**config.mk**
```make
export PLATFORM = sky130hd
export DESIGN_NAME = imm_extend_pipe
export DESIGN_NICKNAME = d
export VERILOG_FILES = /design/src/rtl/imm_pkg.sv /design/src/rtl/imm_extract.sv /design/src/rtl/imm_extend_pipe.sv
export SDC_FILE = /design/constraint.sdc
export NUM_CORES = 1
export LEC_CHECK = 0
export ABC_CLOCK_PERIOD_IN_PS = 1500
export BUFFER_PORTS_ARGS = -buffer_cell sky130_fd_sc_hd__buf_2
export CORE_ASPECT_RATIO = 0.6
export CORE_UTILIZATION = 49
export CTS_CLUSTER_SIZE = 14
export DETAILED_ROUTE_END_ITERATION = 10
export GPL_TIMING_DRIVEN = 0
export PLACE_DENSITY = 0.85
export SLEW_MARGIN = 0
export SYNTH_ARGS = -nofsm -noshare
export SYNTH_HDL_FRONTEND = slang
export SYNTH_SLANG_ARGS = --single-unit
```
**constraint.sdc**
```tcl
create_clock -name clk -period 1.5 [get_ports clk]
set_clock_uncertainty 0.1 [all_clocks]
set_input_delay 0.225 -clock clk [delete_from_list [all_inputs] [get_ports clk]]
set_output_delay 0.225 -clock clk [all_outputs]
set_load 0.02 [all_outputs]
```
**src/rtl/imm_pkg.sv**
```systemverilog
// Shared types for the immediate-generation stage.
//   imm_sel_e : immediate format select driven by the decoder.
package imm_pkg;

  typedef enum logic [2:0] {
    IMM_I     = 3'b000,
    IMM_S     = 3'b001,
    IMM_B     = 3'b010,
    IMM_U     = 3'b011,
    IMM_J     = 3'b100,
    IMM_SHAMT = 3'b101,
    IMM_ZIMM  = 3'b110,
    IMM_RSVD  = 3'b111
  } imm_sel_e;

endpackage

```
**src/rtl/imm_extract.sv**
```systemverilog
// Combinational immediate extractor.
//   instr : raw 32-bit instruction
//   sel   : format select
//   imm   : immediate extended to XLEN
//   err   : sel was the reserved encoding (imm forced to zero)
module imm_extract
  import imm_pkg::*;
#(
  parameter int unsigned XLEN = 32
) (
  input  logic [31:0]     instr,
  input  imm_sel_e        sel,
  output logic [XLEN-1:0] imm,
  output logic            err
);

  // Opcode bits never contribute to any immediate.
  logic unused_opcode;
  assign unused_opcode = ^instr[6:0];

  always_comb begin
    imm = '0;
    err = 1'b0;
    case (sel)
      IMM_I:     imm = XLEN'($signed(instr[31:20]));
      IMM_S:     imm = XLEN'($signed({instr[31:25], instr[11:7]}));
      IMM_B:     imm = XLEN'($signed({instr[31], instr[7], instr[30:25], instr[11:8], 1'b0}));
      IMM_U:     imm = XLEN'($signed({instr[31:12], 12'b0}));
      IMM_J:     imm = XLEN'($signed({instr[31], instr[19:12], instr[20], instr[30:21], 1'b0}));
      IMM_SHAMT: imm = (XLEN == 64) ? XLEN'(instr[25:20]) : XLEN'(instr[24:20]);
      IMM_ZIMM:  imm = XLEN'(instr[19:15]);
      default:   err = 1'b1;
    endcase
  end

endmodule

```
**src/rtl/imm_extend_pipe.sv**
```systemverilog
// Pipelined immediate generator: extractor followed by a registered
// valid/ready stage with a one-entry skid register (two entries total).
//   clk, reset          : clock, synchronous active-high reset
//   in_valid/in_ready   : upstream handshake; instr, imm_sel, in_tag payload
//   out_valid/out_ready : downstream handshake; imm, out_tag, imm_err payload
module imm_extend_pipe
  import imm_pkg::*;
#(
  parameter int unsigned XLEN  = 32,
  parameter int unsigned TAG_W = 8
) (
  input  logic             clk,
  input  logic             reset,
  input  logic             in_valid,
  output logic             in_ready,
  input  logic [31:0]      instr,
  input  logic [2:0]       imm_sel,
  input  logic [TAG_W-1:0] in_tag,
  output logic             out_valid,
  input  logic             out_ready,
  output logic [XLEN-1:0]  imm,
  output logic [TAG_W-1:0] out_tag,
  output logic             imm_err
);

  if (!(XLEN == 32 || XLEN == 64)) begin : g_bad_xlen
    $error("imm_extend_pipe: XLEN must be 32 or 64");
  end

  logic [XLEN-1:0]  ext_imm;
  logic             ext_err;

  logic             skid_valid;
  logic [XLEN-1:0]  skid_imm;
  logic [TAG_W-1:0] skid_tag;
  logic             skid_err;

  logic             accept;
  logic             out_load;

  imm_extract #(.XLEN(XLEN)) u_extract (
    .instr (instr),
    .sel   (imm_sel_e'(imm_sel)),
    .imm   (ext_imm),
    .err   (ext_err)
  );

  assign in_ready = !skid_valid && !reset;
  assign accept   = in_valid && in_ready;
  // Output register may take new data when empty or being drained this cycle.
  assign out_load = !out_valid || out_ready;

  always_ff @(posedge clk) begin
    if (reset) begin
      out_valid  <= 1'b0;
      imm        <= '0;
      out_tag    <= '0;
      imm_err    <= 1'b0;
      skid_valid <= 1'b0;
      skid_imm   <= '0;
      skid_tag   <= '0;
      skid_err   <= 1'b0;
    end else if (out_load) begin
      // Skid holds the older entry, so it takes priority; accept is
      // impossible while skid is full because in_ready is low.
      if (skid_valid) begin
        out_valid  <= 1'b1;
        imm        <= skid_imm;
        out_tag    <= skid_tag;
        imm_err    <= skid_err;
        skid_valid <= 1'b0;
      end else if (accept) begin
        out_valid  <= 1'b1;
        imm        <= ext_imm;
        out_tag    <= in_tag;
        imm_err    <= ext_err;
      end else begin
        out_valid  <= 1'b0;
      end
    end else if (accept) begin
      skid_valid <= 1'b1;
      skid_imm   <= ext_imm;
      skid_tag   <= in_tag;
      skid_err   <= ext_err;
    end
  end

endmodule

```
Word-level counts from Yosys, hierarchy flattened
Cells that the tools add are included.
{ "totals": {"reg_bits": 84, "out_inout_bits": 43, "word_cells": 37} }
{ "op_classes": {"eq_ne": 6, "muxes": 10, "n_bitwise": 1, "n_reduce_logical": 12} }
{ "ops": {"columns": ["op", "count"], "rows": [
  ["case mux 32 bit (7 select lines)", 1],
  ["two-way mux 32 bit", 2],
  ["two-way mux 8 bit", 2],
  ["== test 3 bit (second input constant)", 3],
  ["OR reduction 7 bit", 1],
  ["== test 3 x 2 -> 1 bit (second input constant)", 2],
  ["two-way mux 1 bit", 5],
  ["AND reduction 2 bit", 2],
  ["== test 3 x 1 -> 1 bit (second input constant)", 1],
  ["logical NOT 1 bit", 3],
  ["logical NOT 3 bit", 1],
  ["logical AND 1 bit", 2],
  ["nonzero test 2 bit", 1],
  ["OR reduction 2 bit", 1],
  ["logical OR 1 bit", 1],
  ["inverter 1 bit", 1]
]} }

Longest topological paths before layout
Gate-level depths: netlist (run 1).
{ "depth": {"depth_word": 5, "mapped_depth": 6} }

By module
A second synthesis (run 1) with hierarchy kept.
{ "unflattened": {"hier_cells": 476, "hier_area_um2": 4377.9} }
{ "modules_own_cells": {"columns": ["mod", "instances", "cells_per_inst", "area_each_um2"], "rows": [
  ["imm_extend_pipe", 1, 389, 3799.9],
  ["imm_extract", 1, 87, 578.1]
]} }

Worst setup path after synthesis (run 1)
OpenSTA, ideal clock, no wires.
{ "synth_path": {"kind": "reg-to-reg", "startpoint": "register skid_valid", "endpoint": "register imm[12]", "arrival_ps": 1401, "setup_slack_ps": -80, "stages_incl_launch_ff": 6, "path_cell_list": "dfxtp_1 > buf_2 > buf_2 > nor2_1 > nand2_1 > o211ai_1"} }
{ "synth_via": {"elab_chain_cells": 5, "word_cells_on_any_way": 6} }
{ "synth_rtl": {"columns": ["element", "line_no", "text"], "rows": [
  ["from (decl)", "imm_extend_pipe.sv:33", "logic skid_valid;"],
  ["from (signal assigned)", "imm_extend_pipe.sv:59", "skid_valid <= 1'b0;"],
  ["from (signal assigned)", "imm_extend_pipe.sv:71", "skid_valid <= 1'b0;"],
  ["from (signal assigned)", "imm_extend_pipe.sv:81", "skid_valid <= 1'b1;"],
  ["logical NOT 1 bit", "imm_extend_pipe.sv:48", "assign in_ready = !skid_valid && !reset;"],
  ["logical AND 1 bit", "imm_extend_pipe.sv:48", null],
  ["net in_ready", "imm_extend_pipe.sv:15", "output logic in_ready,"],
  ["logical AND 1 bit", "imm_extend_pipe.sv:49", "assign accept = in_valid && in_ready;"],
  ["nonzero test 2 bit (no source line)", null, null],
  ["AND reduction 2 bit (no source line)", null, null],
  ["to (signal assigned)", "imm_extend_pipe.sv:68", "imm <= skid_imm;"],
  ["to (signal assigned)", "imm_extend_pipe.sv:74", "imm <= ext_imm;"],
  ["to (decl)", "imm_extend_pipe.sv:21", "output logic [XLEN-1:0] imm,"]
]} }
The timed path passes the listed nets, and every way through them passes these cells.
A chain may end at the register's enable or synchronous reset.

Worst setup path in the final report (run 1)
{ "layout_path": {"startpoint": "register skid_valid", "endpoint": "register skid_imm[15]"} }
{ "layout_via": {"elab_chain_cells": 4} }
{ "layout_rtl": {"columns": ["element", "line_no", "text"], "rows": [
  ["logical NOT 1 bit", "imm_extend_pipe.sv:48", null],
  ["logical AND 1 bit", "imm_extend_pipe.sv:48", null],
  ["logical AND 1 bit", "imm_extend_pipe.sv:49", null],
  ["AND reduction 2 bit (no source line)", null, null],
  ["to (signal assigned)", "imm_extend_pipe.sv:82", "skid_imm <= ext_imm;"],
  ["to (decl)", "imm_extend_pipe.sv:34", "logic [XLEN-1:0] skid_imm;"]
]} }
Every way passes these cells.

==> flow_metrics.env, run 1 <==
export IMPL_via_per_inst=6.284
export IMPL_wl_um=13810
export IMPL_leakagePower_nw=2.151
export IMPL_multi_input_area_um2=2396
export IMPL_dp_cells=664
export IMPL_ys_ff_latch=84
export IMPL_reg2reg_from="skid_valid"
export IMPL_worst_slack_ps=-135.9
export IMPL_grt_pass1_vias=3940
export IMPL_final_cell_mix="buf_2, dfxtp_1, nor2_1, nand2_1, a21oi_1"
export IMPL_ios=90
export IMPL_port_buffer_count=80
export IMPL_slew_headroom=0.4815
export IMPL_crit_required_ps=1660
export IMPL_grt_pass1_wl_um=20880
export IMPL_design_area_um2=5319
export IMPL_place_gp_congestion=0.8829
export IMPL_fin_crit_sh=1.091
export IMPL_hp_class="in2reg"
export IMPL_nFillCells=659
export IMPL_cts_max_level=3
export IMPL_fin_cells=684
export IMPL_hold_viol_final=0
export IMPL_mostFrequentLayoutCell="buf_2"
export IMPL_yosys_warnings=0
export IMPL_critPathKind="reg2reg"
export IMPL_cp_start_kind="flop"
export IMPL_cts_path_max_buffers=2
export IMPL_p_sw_mw=1.587
export IMPL_first_pass_iters=5
export IMPL_cts_hold_buffers=0
export IMPL_finalSetupTns_ps=-2733
export IMPL_final_util=0.6616
export IMPL_layout_nets=618
export IMPL_synth_area_leaders="dfxtp_1, a211oi_1, nor2_1"
export IMPL_outcome="finished, violations left"
export IMPL_drv_slew=0
export IMPL_diodes=0
export IMPL_coreArea_um2=8039
export IMPL_synth_largest_area_cell="dfxtp_1"
export IMPL_crit_fanout=8
export IMPL_ys_async_sr_fraction=0
export IMPL_drc=0
export IMPL_root_buffer="clkbuf_16"
export IMPL_arrival_ps=1790
export IMPL_wl_per_cell_um=20.18
export IMPL_grt_setup_unrepaired="true"
export IMPL_yosys_area_top_type_share=0.4048
export IMPL_synth_edff_count=0
export IMPL_power_total_mw=5.434
export IMPL_place_ws_ps=-332.6
export IMPL_die_x_um=120.9
export IMPL_synth_cell_type_count=45
export IMPL_cts_tree="built"
export IMPL_peakVddDrop_v=0.0006529
export IMPL_maxCapViolations=0
export IMPL_dp_hpwl_um=9251
export IMPL_setup_worst_path_start="skid_valid"
export IMPL_die_area_um2=8862
export IMPL_min_path_cells=3
export IMPL_netlist_instances=476
export IMPL_hold_start="in_tag[2]"
export IMPL_p_per_area_nw_per_um2=1022
export IMPL_initial_core_util=0.5167
export IMPL_drt_initial_drc_count=516
export IMPL_regArea_um2=1687
export IMPL_clock_fmax_mhz=611.3
export IMPL_crit_path_end_kind="flop"
export IMPL_setup_viol=42
export IMPL_yosysSeqAreaShare=0.4048
export IMPL_grt_ovfl_total=0
export IMPL_power_frac_seq=0.438
export IMPL_violations="setup timing"
export IMPL_placed_area_um2=4693
export IMPL_drive_gt1_frac=0.3299
export IMPL_synth_ff_type="dfxtp_1"
export IMPL_syn_avg_cell_area_um2=8.727
export IMPL_grt_max_degree=15
export IMPL_p_sw_frac=0.2920
export IMPL_clk_pin_slew_worst_paths_ps=60
export IMPL_antenna_found_initial=0
export IMPL_grt_util_all_layers=0.3116
export IMPL_pwr_share_clk=0.388
export IMPL_ant_nets=0
export IMPL_vias=4298
export IMPL_pwr_share_comb=0.174
export IMPL_worst_r2r_setup_slack_ps=-140
export IMPL_post_route_min_period_ps=1636
export IMPL_syn_nets=523
export IMPL_holdWs_ps=29.41
export IMPL_die_y_um=73.32
export IMPL_syn_area_um2=4154
export IMPL_clock_sinks=84
export IMPL_syn_to_final_growth_pct=28.04
export IMPL_reg2reg_depth=5
export IMPL_clock_latency_ps=350
export IMPL_p_int_mw=3.847
export IMPL_cts_buffers=9
export IMPL_rows=25
export IMPL_tightest_slew_ps=777.7
-- synth_stat cells, types with 2 or more instances --
cell type / number
dfxtp_1: 84
nor2_1: 70
a21oi_1: 44
nand2_1: 41
a211oi_1: 35
buf_2: 20
nand3b_1: 19
clkbuf_1: 18
nor3_1: 15
mux2i_1: 14
and2b_1: 10
o211ai_1: 9
o41ai_2: 9
a221oi_1: 7
nand4b_1: 7
o22a_1: 7
mux2_2: 5
o21ai_0: 5
a21o_1: 4
a32oi_1: 4
buf_4: 4
buf_6: 4
inv_1: 4
nand2b_1: 4
nand3_1: 3
nor2b_1: 3
o41ai_1: 3
a211o_1: 2
a311oi_1: 2
a311oi_2: 2
and2_1: 2
and4b_1: 2
o21a_1: 2
-- repair_timing --
item	in CTS	in global routing
setup endpoints to repair	85	80
gates resized for setup	40	45
gates cloned	1	2
pin swaps	3	14
buffers inserted	2	0
-- worst max-delay path: stages (launching register included) --
cell and delay (ps):
dfxtp_4 360, nor4b_4 330, and2_4 320, buf_8 160, nor2_1 50, a211oi_1 230
-- worst paths after layout --
path | end
max | skid_imm[15]
max reg2reg | skid_imm[15]
min | skid_tag[2]
min reg2reg | imm[2]
-- metal layers --
layer	vias to the layer above	part of all wire	GRT usage
met5	-	0	0
met4	0	0.014	0.09191
met3	27	0.11	0.06988
met2	268	0.46	0.4813
met1	2064	0.42	0.4368
li1	1939	-	-
-- sequential cells by signal (all words and copies together) (netlist names) --
signal and cells:
imm 32, imm_err 1, out_tag 8, out_valid 1, skid_err 1, skid_imm 32
skid_tag 8, skid_valid 1
-- layout make-up --
cell class              instances  area share
inverters                       4    0.002823
repair buffers                 84     0.08939
multi-input cells             343      0.4505
well taps                     108     0.02541
flip-flops and latches         84      0.3171
clock buffers                  11     0.04564
plain buffers                  45     0.06257
clock inverters                 5    0.006587
-- cell families after synthesis --
| logic type | Yosys count | share of synthesized area |
|---|---|---|
| simple gates | 182 | 0.2253 |
| compound gates | 140 | 0.2572 |
| flops | 84 | 0.4048 |
| buf+inv | 50 | 0.06205 |
| mux | 19 | 0.04729 |
| fa+ha+maj | 1 | 0.003312 |
-- power by group through the flow --
stage / clock, mW / combinational (mW) / sequential, mW
6_report: 2.11 / 0.943 / 2.38
5_1_grt: 2.22 / 1.00 / 2.39
4_1_cts: 2.11 / 0.880 / 2.38
3_5_place_dp: 0 / 0.840 / 2.43
3_3_place_gp: 0 / 0.816 / 2.43
2_1_floorplan: 0 / 0.456 / 2.51
Note: power is estimated with default switching activity, not from simulation.
==> inputs of run 2 (changes only) <==
CORE_UTILIZATION = 51   (was 49)
CTS_BUF_LIST = sky130_fd_sc_hd__clkbuf_4   (was unset)
PLACE_DENSITY = 0.88   (was 0.85)
==> flow_metrics.env, run 2 (synthesized netlist as in run 1, its figures left out) <==
export IMPL_clock_sinks=84
export IMPL_dp_cells=664
export IMPL_crit_path_end_kind="flop"
export IMPL_cts_max_level=3
export IMPL_cts_buffers=9
export IMPL_drc=0
export IMPL_die_x_um=118.5
export IMPL_cp_start_kind="flop"
export IMPL_arrival_ps=1940
export IMPL_syn_to_final_growth_pct=38.86
export IMPL_p_per_area_nw_per_um2=838.8
export IMPL_wl_per_cell_um=20.57
export IMPL_dp_hpwl_um=9089
export IMPL_crit_required_ps=1770
export IMPL_grt_setup_unrepaired="true"
export IMPL_post_route_min_period_ps=1668
export IMPL_biggestRegsByFlops="imm: 32 flops, skid_imm: 32 flops"
export IMPL_vias=4555
export IMPL_outcome="finished, violations left"
export IMPL_pwr_share_clk=0.293
export IMPL_leakagePower_nw=2.358
export IMPL_fin_cells=716
export IMPL_grt_ovfl_total=0
export IMPL_placed_area_um2=4693
export IMPL_layout_nets=650
export IMPL_place_gp_congestion=0.9824
export IMPL_cts_tree="built"
export IMPL_antenna_found_initial=0
export IMPL_p_sw_mw=1.566
export IMPL_peakVddDrop_v=0.0009509
export IMPL_grt_pass1_wl_um=21790
export IMPL_initial_core_util=0.5270
export IMPL_clock_fmax_mhz=599.5
export IMPL_tightest_slew_ps=815.7
export IMPL_final_cell_mix="buf_2, dfxtp_1, nor2_1, nand2_1, a211oi_1"
export IMPL_maxCapViolations=0
export IMPL_first_pass_iters=5
export IMPL_hold_viol_final=0
export IMPL_critPathKind="reg2reg"
export IMPL_critPathSlowestCell="dfxtp_4"
export IMPL_drt_initial_drc_count=589
export IMPL_power_frac_seq=0.492
export IMPL_crit_top_cell="buf_4"
export IMPL_worst_r2r_setup_slack_ps=-170
export IMPL_ios=90
export IMPL_pwr_share_comb=0.215
export IMPL_hp_class="in2reg"
export IMPL_slew_headroom=0.4562
export IMPL_die_area_um2=8521
export IMPL_rows=25
export IMPL_die_y_um=71.91
export IMPL_path_cells="nor4b_4 -> buf_4 -> buf_4 -> nand2_2 -> buf_8 -> a211oi_2 -> nor3_1"
export IMPL_drv_slew=0
export IMPL_design_area_um2=5768
export IMPL_diodes=0
export IMPL_p_int_mw=3.272
export IMPL_ant_nets=0
export IMPL_grt_util_all_layers=0.3341
export IMPL_wl_um=14730
export IMPL_clk_pin_slew_worst_paths_ps=160
export IMPL_clock_latency_ps=490
export IMPL_crit_fanout=5
export IMPL_grt_max_degree=16
export IMPL_worst_slack_ps=-168.1
export IMPL_cts_path_max_buffers=2
export IMPL_port_buffer_count=80
export IMPL_violations="setup timing"
export IMPL_slowest_delay_ps=390
export IMPL_via_per_inst=6.362
export IMPL_fin_crit_sh=1.112
export IMPL_holdWs_ps=4.512
export IMPL_mostFrequentLayoutCell="buf_2"
export IMPL_coreArea_um2=7883
export IMPL_p_sw_frac=0.3237
export IMPL_grt_pass1_vias=4351
export IMPL_setup_viol=47
export IMPL_drive_gt1_frac=0.4161
export IMPL_root_buffer="clkbuf_4"
==> run 2: routing by layer <==
layer | wire (um) | GRT usage | vias to the layer above
met2 | 6817 | 0.5327 | 282
li1 | - | - | 2000
met5 | 0 | 0 | -
met4 | 329 | 0.1294 | 0
met3 | 1599 | 0.1101 | 45
met1 | 5981 | 0.4264 | 2228
==> run 2: stage by stage <==
stage	setup slack [ps]	total power, mW	setup TNS [ps]	utilization
2_1_floorplan	38.26	2.964	0	-
3_3_place_gp	-252.9	3.228	-9938	0.5954
3_5_place_dp	-305.5	3.259	-13210	0.5954
4_1_cts	-154.2	4.729	-3364	0.6997
5_1_grt	-203.0	5.007	-6339	0.7317
6_report	-168.1	4.838	-4915	0.7317
==> run 2: power groups by stage <==
stage	combinational, mW	sequential [mW]	clock (mW)
after floorplan	0.456	2.51	0
after global placement	0.807	2.42	0
after detailed placement	0.835	2.42	0
after CTS	0.949	2.38	1.40
after global routing	1.09	2.39	1.52
final	1.04	2.38	1.42
==> run 2: what timing repair did <==
item                                   in CTS  in global routing
endpoints found under the hold margin      18                  1
cloned                                      8                  1
hold buffers                               15                  1
gates resized for setup                    82                 87
buffers inserted                           12                  6
setup endpoints to repair                  83                 81
pin swaps                                  19                 26
==> run 2: path summary, 6_finish.rpt <==
kind | cells past startpoint | start | end
worst max-delay path | 7 | skid_valid | skid_imm[30]
worst min-delay path | 3 | instr[23] | skid_imm[23]
worst max register to register | 7 | skid_valid | skid_imm[30]
worst min register to register | 2 | skid_imm[10] | skid_imm[10]
==> run 2: critical path, delay by kind of cell (launching register included) <==
family	cells	cell delay, ps
flip-flops	1	390
buffers and inverters	3	440
AO/OA/AOI/OAI	1	140
AND/OR/NAND/NOR	3	490
==> run 2: cell type report <==
class | instances | area (um^2)
Fill cell | 580 | 2115
Clock inverter | 6 | 71.32
Multi-Input combinational cell | 343 | 2601
Tap cell | 108 | 135.1
Sequential cell | 84 | 1687
Buffer | 46 | 361.6
Clock buffer | 10 | 75.07
Timing Repair Buffer | 115 | 822.0
Inverter | 4 | 15.01
